<file path="src/rtl/iir_pair_packer.sv">
// Serial-to-parallel packer: turns a one-sample-per-cycle stream into registered
// (x[2k], x[2k+1]) pairs for the 2-unfolded IIR, with flush padding and a pair counter.
module iir_pair_packer #(
  parameter int DW = 8,
  parameter int CW = 16
) (
  input  logic          clk,
  input  logic          rst,
  input  logic [DW-1:0] in_data,
  input  logic          in_valid,
  output logic          in_ready,
  input  logic          flush,
  output logic [DW-1:0] pair_x2k,
  output logic [DW-1:0] pair_x2k1,
  output logic          pair_valid,
  input  logic          pair_ready,
  output logic          pair_pad,
  output logic [CW-1:0] pair_cnt
);

  typedef enum logic {
    EMPTY = 1'b0,
    HALF  = 1'b1
  } state_t;

  state_t        r_state;
  state_t        w_state_nxt;
  logic [DW-1:0] r_lo;
  logic [DW-1:0] r_x2k;
  logic [DW-1:0] r_x2k1;
  logic          r_valid;
  logic          r_pad;
  logic [CW-1:0] r_cnt;

  logic w_slot_free;
  logic w_accept;
  logic w_handoff;
  logic w_lo_load;
  logic w_load;
  logic w_load_pad;

  // The slot frees in the same cycle the IIR takes the current pair, so a
  // completed pair can replace it without a bubble.
  assign w_slot_free = !r_valid || pair_ready;
  assign w_handoff   = r_valid && pair_ready;
  assign in_ready    = !rst && !((r_state == HALF) && !w_slot_free);
  assign w_accept    = in_valid && in_ready;

  always_ff @(posedge clk) begin
    if (rst) begin
      r_state <= EMPTY;
    end else begin
      r_state <= w_state_nxt;
    end
  end

  always_comb begin
    w_state_nxt = r_state;
    w_lo_load   = 1'b0;
    w_load      = 1'b0;
    w_load_pad  = 1'b0;
    case (r_state)
      EMPTY: begin
        if (w_accept) begin
          w_lo_load   = 1'b1;
          w_state_nxt = HALF;
        end
      end
      HALF: begin
        // An accepted odd sample takes priority over flush.
        if (w_accept) begin
          w_load      = 1'b1;
          w_state_nxt = EMPTY;
        end else if (flush && w_slot_free) begin
          w_load      = 1'b1;
          w_load_pad  = 1'b1;
          w_state_nxt = EMPTY;
        end
      end
      default: w_state_nxt = EMPTY;
    endcase
  end

  always_ff @(posedge clk) begin
    if (rst) begin
      r_lo    <= '0;
      r_x2k   <= '0;
      r_x2k1  <= '0;
      r_valid <= 1'b0;
      r_pad   <= 1'b0;
      r_cnt   <= '0;
    end else begin
      if (w_lo_load) begin
        r_lo <= in_data;
      end
      if (w_load) begin
        r_x2k   <= r_lo;
        r_x2k1  <= w_load_pad ? '0 : in_data;
        r_pad   <= w_load_pad;
        r_valid <= 1'b1;
      end else if (w_handoff) begin
        r_valid <= 1'b0;
      end
      if (w_handoff) begin
        r_cnt <= r_cnt + {{(CW-1){1'b0}}, 1'b1};
      end
    end
  end

  assign pair_x2k   = r_x2k;
  assign pair_x2k1  = r_x2k1;
  assign pair_valid = r_valid;
  assign pair_pad   = r_pad;
  assign pair_cnt   = r_cnt;

endmodule

</file>
<file path="config.mk">
export PLATFORM = sky130hd
export DESIGN_NAME = iir_pair_packer
export DESIGN_NICKNAME = d
export VERILOG_FILES = /design/src/rtl/iir_pair_packer.sv
export SDC_FILE = /design/constraint.sdc
export NUM_CORES = 1
export LEC_CHECK = 0
export BUFFER_PORTS_ARGS = -buffer_cell sky130_fd_sc_hd__buf_2
export CAP_MARGIN = 10
export CORE_ASPECT_RATIO = 1.75
export CORE_MARGIN = 4
export CORE_UTILIZATION = 46
export DETAILED_ROUTE_END_ITERATION = 10
export PLACE_DENSITY_LB_ADDON = 0.12
export REMOVE_ABC_BUFFERS = 1
export SLEW_MARGIN = 20
export SYNTH_ARGS = -nofsm -noshare
export SYNTH_HDL_FRONTEND = slang
export SYNTH_SLANG_ARGS = --single-unit
</file>
<file path="constraint.sdc">
create_clock -name clk -period 1.3 [get_ports clk]
set_input_delay 0 -clock clk [delete_from_list [all_inputs] [get_ports clk]]
set_output_delay 0 -clock clk [all_outputs]
set_load 0.005 [all_outputs]
</file>
==> flow_summary.toml, run 1 <==
[status]
status = "complete, but fails checks"
violations = "negative setup slack"

[cells_and_area]
finalNonFillerCells = 310
seqCellArea_um2 = 877
nets = 277
syn_to_final_growth_pct = 41.8
n_antenna_cell = 0
multiInputGateArea_um2 = 852
nFillCells = 313
drive_gt1_frac = 0.405
final_core_util = 0.676

[global_route]
grtUsageMet1 = 0.202
grt_pass1_vias = 1553
gr-max-usage-layer = "met2"
met2_usage = 0.346
use_met3 = 0.0388
grtUsageTotal = 0.187
antenna_found_initial = 0
gr-total-overflow = 0
grt_pass1_wl_um = 6780
grt_max_degree = 45

[place]
place_inst = 290
portBuffers = 47
dp_hpwl_um = 2900
post-place-ws_ns = -0.0876
finalWeightedCongestion = 0.804

[yosys]
synth.avg_cell_area_um2 = 9.21
synthAdderAreaFrac = 0.00730
syn_inst = 186
async_flop_share = 0
yosys.cell_types.count = 36
synth_top_family_by_area = "simple AND/OR/NAND/NOR gates"
synth-simple-area-share = 0.232
synth-edff-count = 0
seq_area_frac_synth = 0.503
syn_area_um2 = 1710
synth_xor_area_frac = 0.0511
synth_mux_area_frac = 0.0467
synthFlopType = "dfxtp_1"
synth-compound-area-share = 0.125
ys_warn_count = 0
ys_seq_elements = 43

[routing]
dr.pass1.iters = 4
ant_nets = 0
avgRoutedWirePerCell_um = 13.2
drc = 0
drtIter0Drc = 21
dr_total_vias = 1573
detail_route.wirelength_um = 4090
drt-vias-per-instance = 5.07

[sta]
min_period_over_period = 1.03
setup_tns_ns = -0.0626
maxSlewHeadroom = 0.578
fin_crit_ns = 1.33
fin_worst_skew_ns = 0.00667
maxSlewViolCount = 0
worst_slack_ns = -0.0334
fmax_mhz = 750
rsz0062_at_grt = "yes"
finalHoldViolCount = 0
worstMarginPinSlew_ns = 0.630
setup_viol = 3

[worst_setup_path]
required_ns = 1.52
critPathLaunchType = "flip-flop"
crit_arrival_ns = 1.55
reg2regPathDepth = 4
critPathMaxFanout = 4
cp-end-kind = "flip-flop"
critPathKind = "flip-flop to flip-flop"

[floorplan]
die_w_um = 54.1
dieArea_um2 = 4800
io_pins = 48
initial_utilization = 0.477
die-height_um = 88.7
core_um2 = 3590
rows = 29

[min_path]
min_path_type = "input port to flip-flop"
whs_path_depth = 3

[power]
power.density_nw_per_um2 = 1070
p_total_uw = 2600
cellLeakagePower_uw = 0.00113
power.ir.vdd_worst_mv = 0.909

[clock_tree]
cts-root-buf = "clkbuf_8"
clk_latency_ns = 0.29
cts_made_buffers = 5
clock_sinks = 43
clk_pin_slew_worst_paths_ns = 0.08
clockBufferDepth = 2
cts_tree = "yes"
htree_levels = 2

[run]
maxCapViolations = 0
[critical path, stage by stage, from the launching register on]
cell,delay [ns]
dfxtp_2,0.34
and4_4,0.25
nand4_4,0.11
or4_1,0.43
a21oi_2,0.13
[power by group]
group / total (uW) / internal [uW] / switching (uW)
registers: 1360 / 1340 / 20.2
logic: 187 / 86.1 / 101
clock network: 1050 / 621 / 432
total: 2600 / 2050 / 552
[synthesized netlist by cell type, types with 2 or more instances]
library cell  instances  area share
dfxtp_1              43        0.50
nor3_1                2      0.0058
xnor2_1               3       0.015
nor2_1               27       0.059
o21ai_0               5       0.015
nand3_1               5       0.015
clkbuf_1              8       0.018
nand2b_1              2      0.0073
a22oi_1               8       0.035
nand2_1              22       0.048
nor2b_1               2      0.0073
or3_1                 3       0.011
mux2i_1               8       0.047
nand4_1               3       0.011
xor2_1                7       0.036
a21oi_1              17       0.050
and4_1                2       0.010
[flip-flops by register name, summed over array words and instances, names as in the netlist]
signal / count
pair_valid: 1
r_state: 1
pair_pad: 1
pair_cnt: 16
r_lo: 8
pair_x2k1: 8
pair_x2k: 8
[timing repair]
action                                  in CTS  in global routing
endpoints found under the setup margin       9                 34
buffers inserted                             1                  2
hold endpoints to repair                    17                  0
gates resized for setup                     13                 14
hold buffers                                 9                  0
pin swaps                                    3                  8
[layer usage]
metal	wire (um)	up-vias	part of all wire
met3	199	6	0.049
li1	-	793	-
met1	1560	739	0.38
met2	2280	35	0.56
met5	0	-	0
met4	57	0	0.014
[layout by cell type (no fill, tap or decap), types with 3 or more instances in the layout]
cell	instances
xnor2_1	3
buf_4	23
o21ai_0	5
a22oi_1	8
dfxtp_1	34
nor2_1	27
or3_1	3
nand4_1	3
clkbuf_8	6
dfxtp_2	7
nand2_1	22
xor2_1	7
a21oi_1	15
mux2i_1	8
buf_2	47
dlygate4sd3_1	9
and4_4	3
nand3_1	5
[final timing paths]
| kind | startpoint | end | slack, ns |
|---|---|---|---|
| worst min register to register | r_lo[0]$_SDFFE_PP0P_ | r_lo[0]$_SDFFE_PP0P_ | 0.46 |
| worst min-delay path | pair_ready | pair_cnt[1]$_SDFFE_PP0P_ | 0.05 |
| worst max-delay path | pair_cnt[7]$_SDFFE_PP0P_ | pair_cnt[14]$_SDFFE_PP0P_ | -0.03 |
| worst max register to register | pair_cnt[7]$_SDFFE_PP0P_ | pair_cnt[14]$_SDFFE_PP0P_ | -0.03 |
[cell families (layout without fill, tap and decap cells)]
family,after synthesis,count (layout)
AO/OA/AOI/OAI,34,34
adder cells (fa/ha/maj),1,1
multiplexers,8,8
XOR/XNOR,10,10
buffers and inverters,12,90
flip-flops,43,43
AND/OR/NAND/NOR,78,78
[stage by stage]
stage	cell area, um2	hold slack (ns)
after global routing	2430	0.0605
final	2430	0.0530
after floorplan	1660	0.0276
after detailed placement	2110	0.262
after CTS	2380	0.0331
after global placement	2110	0.251
[cell type report]
type,instances,share of cell area
inverters,1,0.00155
repair buffers,81,0.214
multi-input cells,131,0.351
flip-flops and latches,43,0.361
well taps,46,0.0237
clock inverters,2,0.0144
clock buffers,6,0.0340
(Power assumes the default switching activity.)
==> run 2: changes to the inputs <==
--- a/config.mk
+++ b/config.mk
@@ -9,7 +9,7 @@
 export CAP_MARGIN = 10
 export CORE_ASPECT_RATIO = 1.75
 export CORE_MARGIN = 4
-export CORE_UTILIZATION = 46
+export CORE_UTILIZATION = 54
 export DETAILED_ROUTE_END_ITERATION = 10
 export PLACE_DENSITY_LB_ADDON = 0.12
 export REMOVE_ABC_BUFFERS = 1
==> constraint.sdc (replaced) <==
create_clock -name clk -period 1.7 [get_ports clk]
set_input_delay 0 -clock clk [delete_from_list [all_inputs] [get_ports clk]]
set_output_delay 0 -clock clk [all_outputs]
set_load 0.005 [all_outputs]
==> run 2 against run 1 <==
  * The flow now finishes without violations
  * Total power is 28% lower
  * Sequential share of layout area is 3.9 points higher
  * First-iteration DRC count is 33% higher
  * Count of clock-buffer cells in the layout is 2 higher
  * Non-clock buffer count is 23 lower
  * Hold slack worse by 0.034 ns
  * Worst setup slack better by 0.21 ns
  * Wire length is 5.6% lower
  * Clock power is 34% lower
  * Clock skew is 0.00080 ns lower
  * Critical path type is now input port to flip-flop
  * Largest cell class unchanged
  * Largest power group unchanged
==> flow_summary.toml, run 2 (synthesized netlist as in run 1, its figures left out) <==
[status]
status = "completed"

[clock_tree]
clk_latency_ns = 0.29
cts_resized = 0
post_cts_buffers = 0
htree_levels = 2
clockBufferDepth = 2
cts_made_buffers = 5
cts-root-buf = "clkbuf_8"
clock_sinks = 43
clk_pin_slew_worst_paths_ns = 0.08
cts_tree = "yes"

[global_route]
grt_pass1_vias = 1488
grt_max_degree = 45
antenna_found_initial = 0
gr-total-overflow = 0
grt_pass1_wl_um = 6550
grtUsageTotal = 0.208

[worst_setup_path]
rr_endpoint = "pair_cnt[14]$_SDFFE_PP0P_"
path_depth = 6
reg2reg_from = "pair_cnt[0]$_SDFFE_PP0P_"
crit_arrival_ns = 1.70
r2r_setup_slack_ns = 0.19
crit_path_end = "pair_x2k[7]$_SDFFE_PP0P_"
critPathKind = "input port to flip-flop"
max_stage_delay_ns = 0.53
cp-end-kind = "flip-flop"
path_delay_family = "buffers and inverters"
critPathMaxFanout = 17
critPathSlowestCell = "dlygate4sd3_1"
path_buf_inv = 2
reg2regPathDepth = 4
required_ns = 1.87
critical_path.cell_chain = "dlygate4sd3_1 > buf_2 > nor2b_1 > o211ai_4 > mux2i_1 > nor2_1"
critPathLaunchType = "input port"
crit_start = "in_valid"

[routing]
wl_met2_um = 2190
drc = 0
drtIter0Drc = 28
ant_nets = 0
drt-vias-per-instance = 5.30
avgRoutedWirePerCell_um = 13.7
top_layer_used = "met4"
dr.pass1.iters = 4
wl_met1_um = 1420
detail_route.wirelength_um = 3860
wl_met3_um = 194
dr_total_vias = 1500

[floorplan]
initial_utilization = 0.572
rows = 26
die_w_um = 50.6
die-height_um = 82.5
dieArea_um2 = 4170
core_um2 = 2990
io_pins = 48

[sta]
setup_tns_ns = 0
finalHoldViolCount = 0
maxSlewViolCount = 0
setup_viol = 0
rsz0062_at_grt = "no"
fmax_mhz = 654
fin_worst_skew_ns = 0.00588
min_period_over_period = 0.899
maxSlewHeadroom = 0.586
worstMarginPinSlew_ns = 0.619
fin_crit_ns = 1.53

[cells_and_area]
most-common-layout-cells = "47 x buf_2, 43 x dfxtp_1, 27 x nor2_1"
largest_register_ffs = 16
final_common_cell = "buf_2"
drive_gt1_frac = 0.261
syn_to_final_growth_pct = 25.5
n_antenna_cell = 0
nets = 254

[place]
finalWeightedCongestion = 0.756
portBuffers = 47
dp_hpwl_um = 2770

[min_path]
min_path_type = "input port to flip-flop"

[run]
maxCapViolations = 0

[power]
p_total_uw = 1880
seq_power_share = 0.557
power.density_nw_per_um2 = 873
p_sw_uw = 415
swShare = 0.221
p_int_uw = 1460
power_frac_comb = 0.071
power.ir.vdd_worst_mv = 1.01
clockPowerShare = 0.371
cellLeakagePower_uw = 0.000985
[run 2: layer usage]
metal | up-vias | global-route usage
li1 | 750 | -
met1 | 703 | 0.202
met2 | 40 | 0.412
met3 | 7 | 0.0539
met4 | 0 | 0.0728
met5 | - | 0
[run 2: worst min-delay path by stage]
stage               start                   endpoint  slack, ns  depth (start not counted)
6_report       pair_ready   pair_cnt[1]$_SDFFE_PP0P_       0.02                          3
3_3_place_gp   in_data[1]  pair_x2k1[1]$_SDFFE_PP0P_       0.25                          3
2_1_floorplan         rst                   in_ready       0.03                          1
4_1_cts        pair_ready   pair_cnt[1]$_SDFFE_PP0P_       0.01                          3
3_5_place_dp   in_data[6]  pair_x2k1[6]$_SDFFE_PP0P_       0.26                          3
5_1_grt        pair_ready   pair_cnt[1]$_SDFFE_PP0P_       0.05                          3
[run 2: timing repair]
item / 4_1_cts / 5_1_grt
hold buffers: 9 / 0
setup endpoints to repair: 0 / 0
hold endpoints to repair: 17 / 0
[run 2: metrics by stage]
step	instances	hold slack [ns]	utilization	setup slack [ns]	instance area, um2
4_1_cts	283	0.0108	0.718	0.161	2150
6_report	283	0.0190	0.718	0.172	2150
3_5_place_dp	266	0.260	0.655	0.193	1960
5_1_grt	283	0.0515	0.718	0.0642	2150
3_3_place_gp	266	0.254	0.655	0.275	1960
2_1_floorplan	175	0.0276	-	0.303	1660
[run 2: layout make-up]
class	count	area, um2
well taps	42	52.6
clock buffers	8	100
inverters	1	3.75
multi-input cells	131	792
flip-flops and latches	43	861
repair buffers	58	340
fillers	246	843
[run 2: worst register-to-register path, delay by kind of cell (launching register included)]
kind                     cells  cell delay [ns]
AND/OR/NAND/NOR              2             0.72
AO/OA/AOI/OAI                1             0.15
flip-flops                   1             0.39
adder cells (fa/ha/maj)      1             0.19
[run 2: power groups by stage]
| stage | combinational, uW | clock, uW | sequential (uW) |
|---|---|---|---|
| after floorplan | 54.0 | 0 | 1070 |
| after detailed placement | 118 | 0 | 1070 |
| after CTS | 134 | 714 | 1050 |
| after global routing | 150 | 756 | 1050 |
| after global placement | 114 | 0 | 1070 |
| final | 134 | 697 | 1050 |
==> run 3: changes to the inputs <==
--- a/config.mk
+++ b/config.mk
@@ -9,7 +9,7 @@
 export CAP_MARGIN = 10
 export CORE_ASPECT_RATIO = 1.75
 export CORE_MARGIN = 4
-export CORE_UTILIZATION = 54
+export CORE_UTILIZATION = 45
 export DETAILED_ROUTE_END_ITERATION = 10
 export PLACE_DENSITY_LB_ADDON = 0.12
 export REMOVE_ABC_BUFFERS = 1
==> run 3 against run 2 <==
  * Hold slack got worse by 0.00099 ns
  * Combinational power barely moved
  * Core utilization fell by 13 points
  * Register-to-register slack improved by 0.02 ns
  * Sequential cell count did not move
  * Maximum frequency fell by 0.80%
  * Final cell count rose by 1.4%
  * Clock power fell by 0.7%
  * Global-route usage fell by 3.4 points
  * Sequential share of layout area fell by 0.093 points
  * Critical endpoint is now pair_x2k[6]$_SDFFE_PP0P_
  * Critical path depth did not move
  * Count of clock-buffer cells in the layout did not move
==> flow_summary.toml, run 3 (synthesized netlist as in run 1, its figures left out) <==
[floorplan]
initial_utilization = 0.467
io_pins = 48
dieArea_um2 = 4900
die-height_um = 89.6
die_w_um = 54.6
core_um2 = 3660
rows = 29

[sta]
worst_slack_ns = 0.159
min_period_over_period = 0.906
fin_worst_skew_ns = 0.00382
maxSlewViolCount = 0
fmax_mhz = 649
fin_crit_ns = 1.54
hold_slack_ns = 0.0180
setup_viol = 0
worstMarginPinSlew_ns = 0.667
setup_tns_ns = 0
finalHoldViolCount = 0
rsz0062_at_grt = "no"
maxSlewHeadroom = 0.554

[clock_tree]
clk_latency_ns = 0.28
cts_resized = 0
clk_pin_slew_worst_paths_ns = 0.08
holdBufCountCts = 9
clockBufferDepth = 2
post_cts_buffers = 0
cts-root-buf = "clkbuf_8"
cts_tree = "yes"
clock_sinks = 43
cts_made_buffers = 5
htree_levels = 2

[routing]
dr.pass1.iters = 4
detail_route.wirelength_um = 3770
avgRoutedWirePerCell_um = 13.1
drc = 0
drt-vias-per-instance = 5.14
drtIter0Drc = 24
ant_nets = 0
dr_total_vias = 1475

[cells_and_area]
nets = 254
final_common_cell = "buf_2"
final_core_util = 0.588
drive_gt1_frac = 0.261
syn_to_final_growth_pct = 25.8
largest_register_ffs = 16
n_antenna_cell = 0
most-common-layout-cells = "47 x buf_2, 43 x dfxtp_1, 27 x nor2_1"
fin_area_um2 = 2150

[worst_setup_path]
required_ns = 1.86
r2r_setup_slack_ns = 0.21
path_buf_inv = 2
critPathMaxFanout = 17
path_delay_family = "buffers and inverters"
max_stage_delay_ns = 0.53
reg2reg_from = "pair_cnt[0]$_SDFFE_PP0P_"
rr_endpoint = "pair_cnt[14]$_SDFFE_PP0P_"
crit_start = "in_valid"
critPathKind = "input port to flip-flop"
critPathSlowestCell = "dlygate4sd3_1"
reg2regPathDepth = 4
path_depth = 6
crit_arrival_ns = 1.71
cp-end-kind = "flip-flop"
critical_path.cell_chain = "dlygate4sd3_1 > buf_2 > nor2b_1 > o211ai_4 > mux2i_1 > nor2_1"
crit_path_end = "pair_x2k[6]$_SDFFE_PP0P_"
critPathLaunchType = "input port"

[power]
power.density_nw_per_um2 = 867
cellLeakagePower_uw = 0.000985
power.ir.vdd_worst_mv = 0.831

[run]
maxCapViolations = 0

[place]
finalWeightedCongestion = 0.744
post-place-ws_ns = 0.204
dp_hpwl_um = 2720
dpl_cell_area_um2 = 1960
portBuffers = 47

[status]
status = "completed"

[global_route]
grtUsageTotal = 0.174
antenna_found_initial = 0
grt_pass1_vias = 1457
grt_pass1_wl_um = 6350
grt_max_degree = 45
gr-total-overflow = 0

[min_path]
min_path_type = "input port to flip-flop"
[run 3: cell counts in the layout (fill, tap and decap cells not counted)]
Identical to the previous run, type by type.
[run 3: power by group]
part / switching [uW] / internal (uW)
combinational: 72.1 / 58.7
clock: 321 / 371
sequential: 15.4 / 1030
[run 3: cell type report]
| class | count | area [um2] |
|---|---|---|
| Clock buffer | 8 | 100 |
| Fill cell | 346 | 1510 |
| Inverter | 1 | 3.75 |
| Multi-Input combinational cell | 131 | 792 |
| Sequential cell | 43 | 861 |
| Tap cell | 46 | 57.6 |
| Timing Repair Buffer | 58 | 340 |
[run 3: how the worst min path moves through the flow]
stage / from / endpoint / depth (start not counted)
global route: pair_ready / pair_cnt[1]$_SDFFE_PP0P_ / 3
CTS: pair_ready / pair_cnt[1]$_SDFFE_PP0P_ / 3
detailed placement: in_data[0] / pair_x2k1[0]$_SDFFE_PP0P_ / 3
floorplan: rst / in_ready / 1
finish: pair_ready / pair_cnt[1]$_SDFFE_PP0P_ / 3
global placement: in_valid / pair_pad$_SDFFE_PP0P_ / 2
[run 3: routing by layer]
layer	wire, um	GRT usage	up-vias
met5	0	0	-
li1	-	-	749
met3	227	0.0479	5
met4	57	0.0612	0
met1	1480	0.176	685
met2	2010	0.323	36
[run 3: worst register-to-register path, cell delays in order (launching register included)]
cell     delay [ns]
dfxtp_1        0.39
ha_1           0.18
nand3_2        0.17
or4_1          0.55
a21oi_1        0.14
[run 3: per-stage QoR]
stage / instances / total power [uW]
floorplan: 175 / 1120
global placement: 270 / 1180
detailed placement: 270 / 1190
CTS: 287 / 1890
global route: 287 / 1950
finish: 287 / 1870
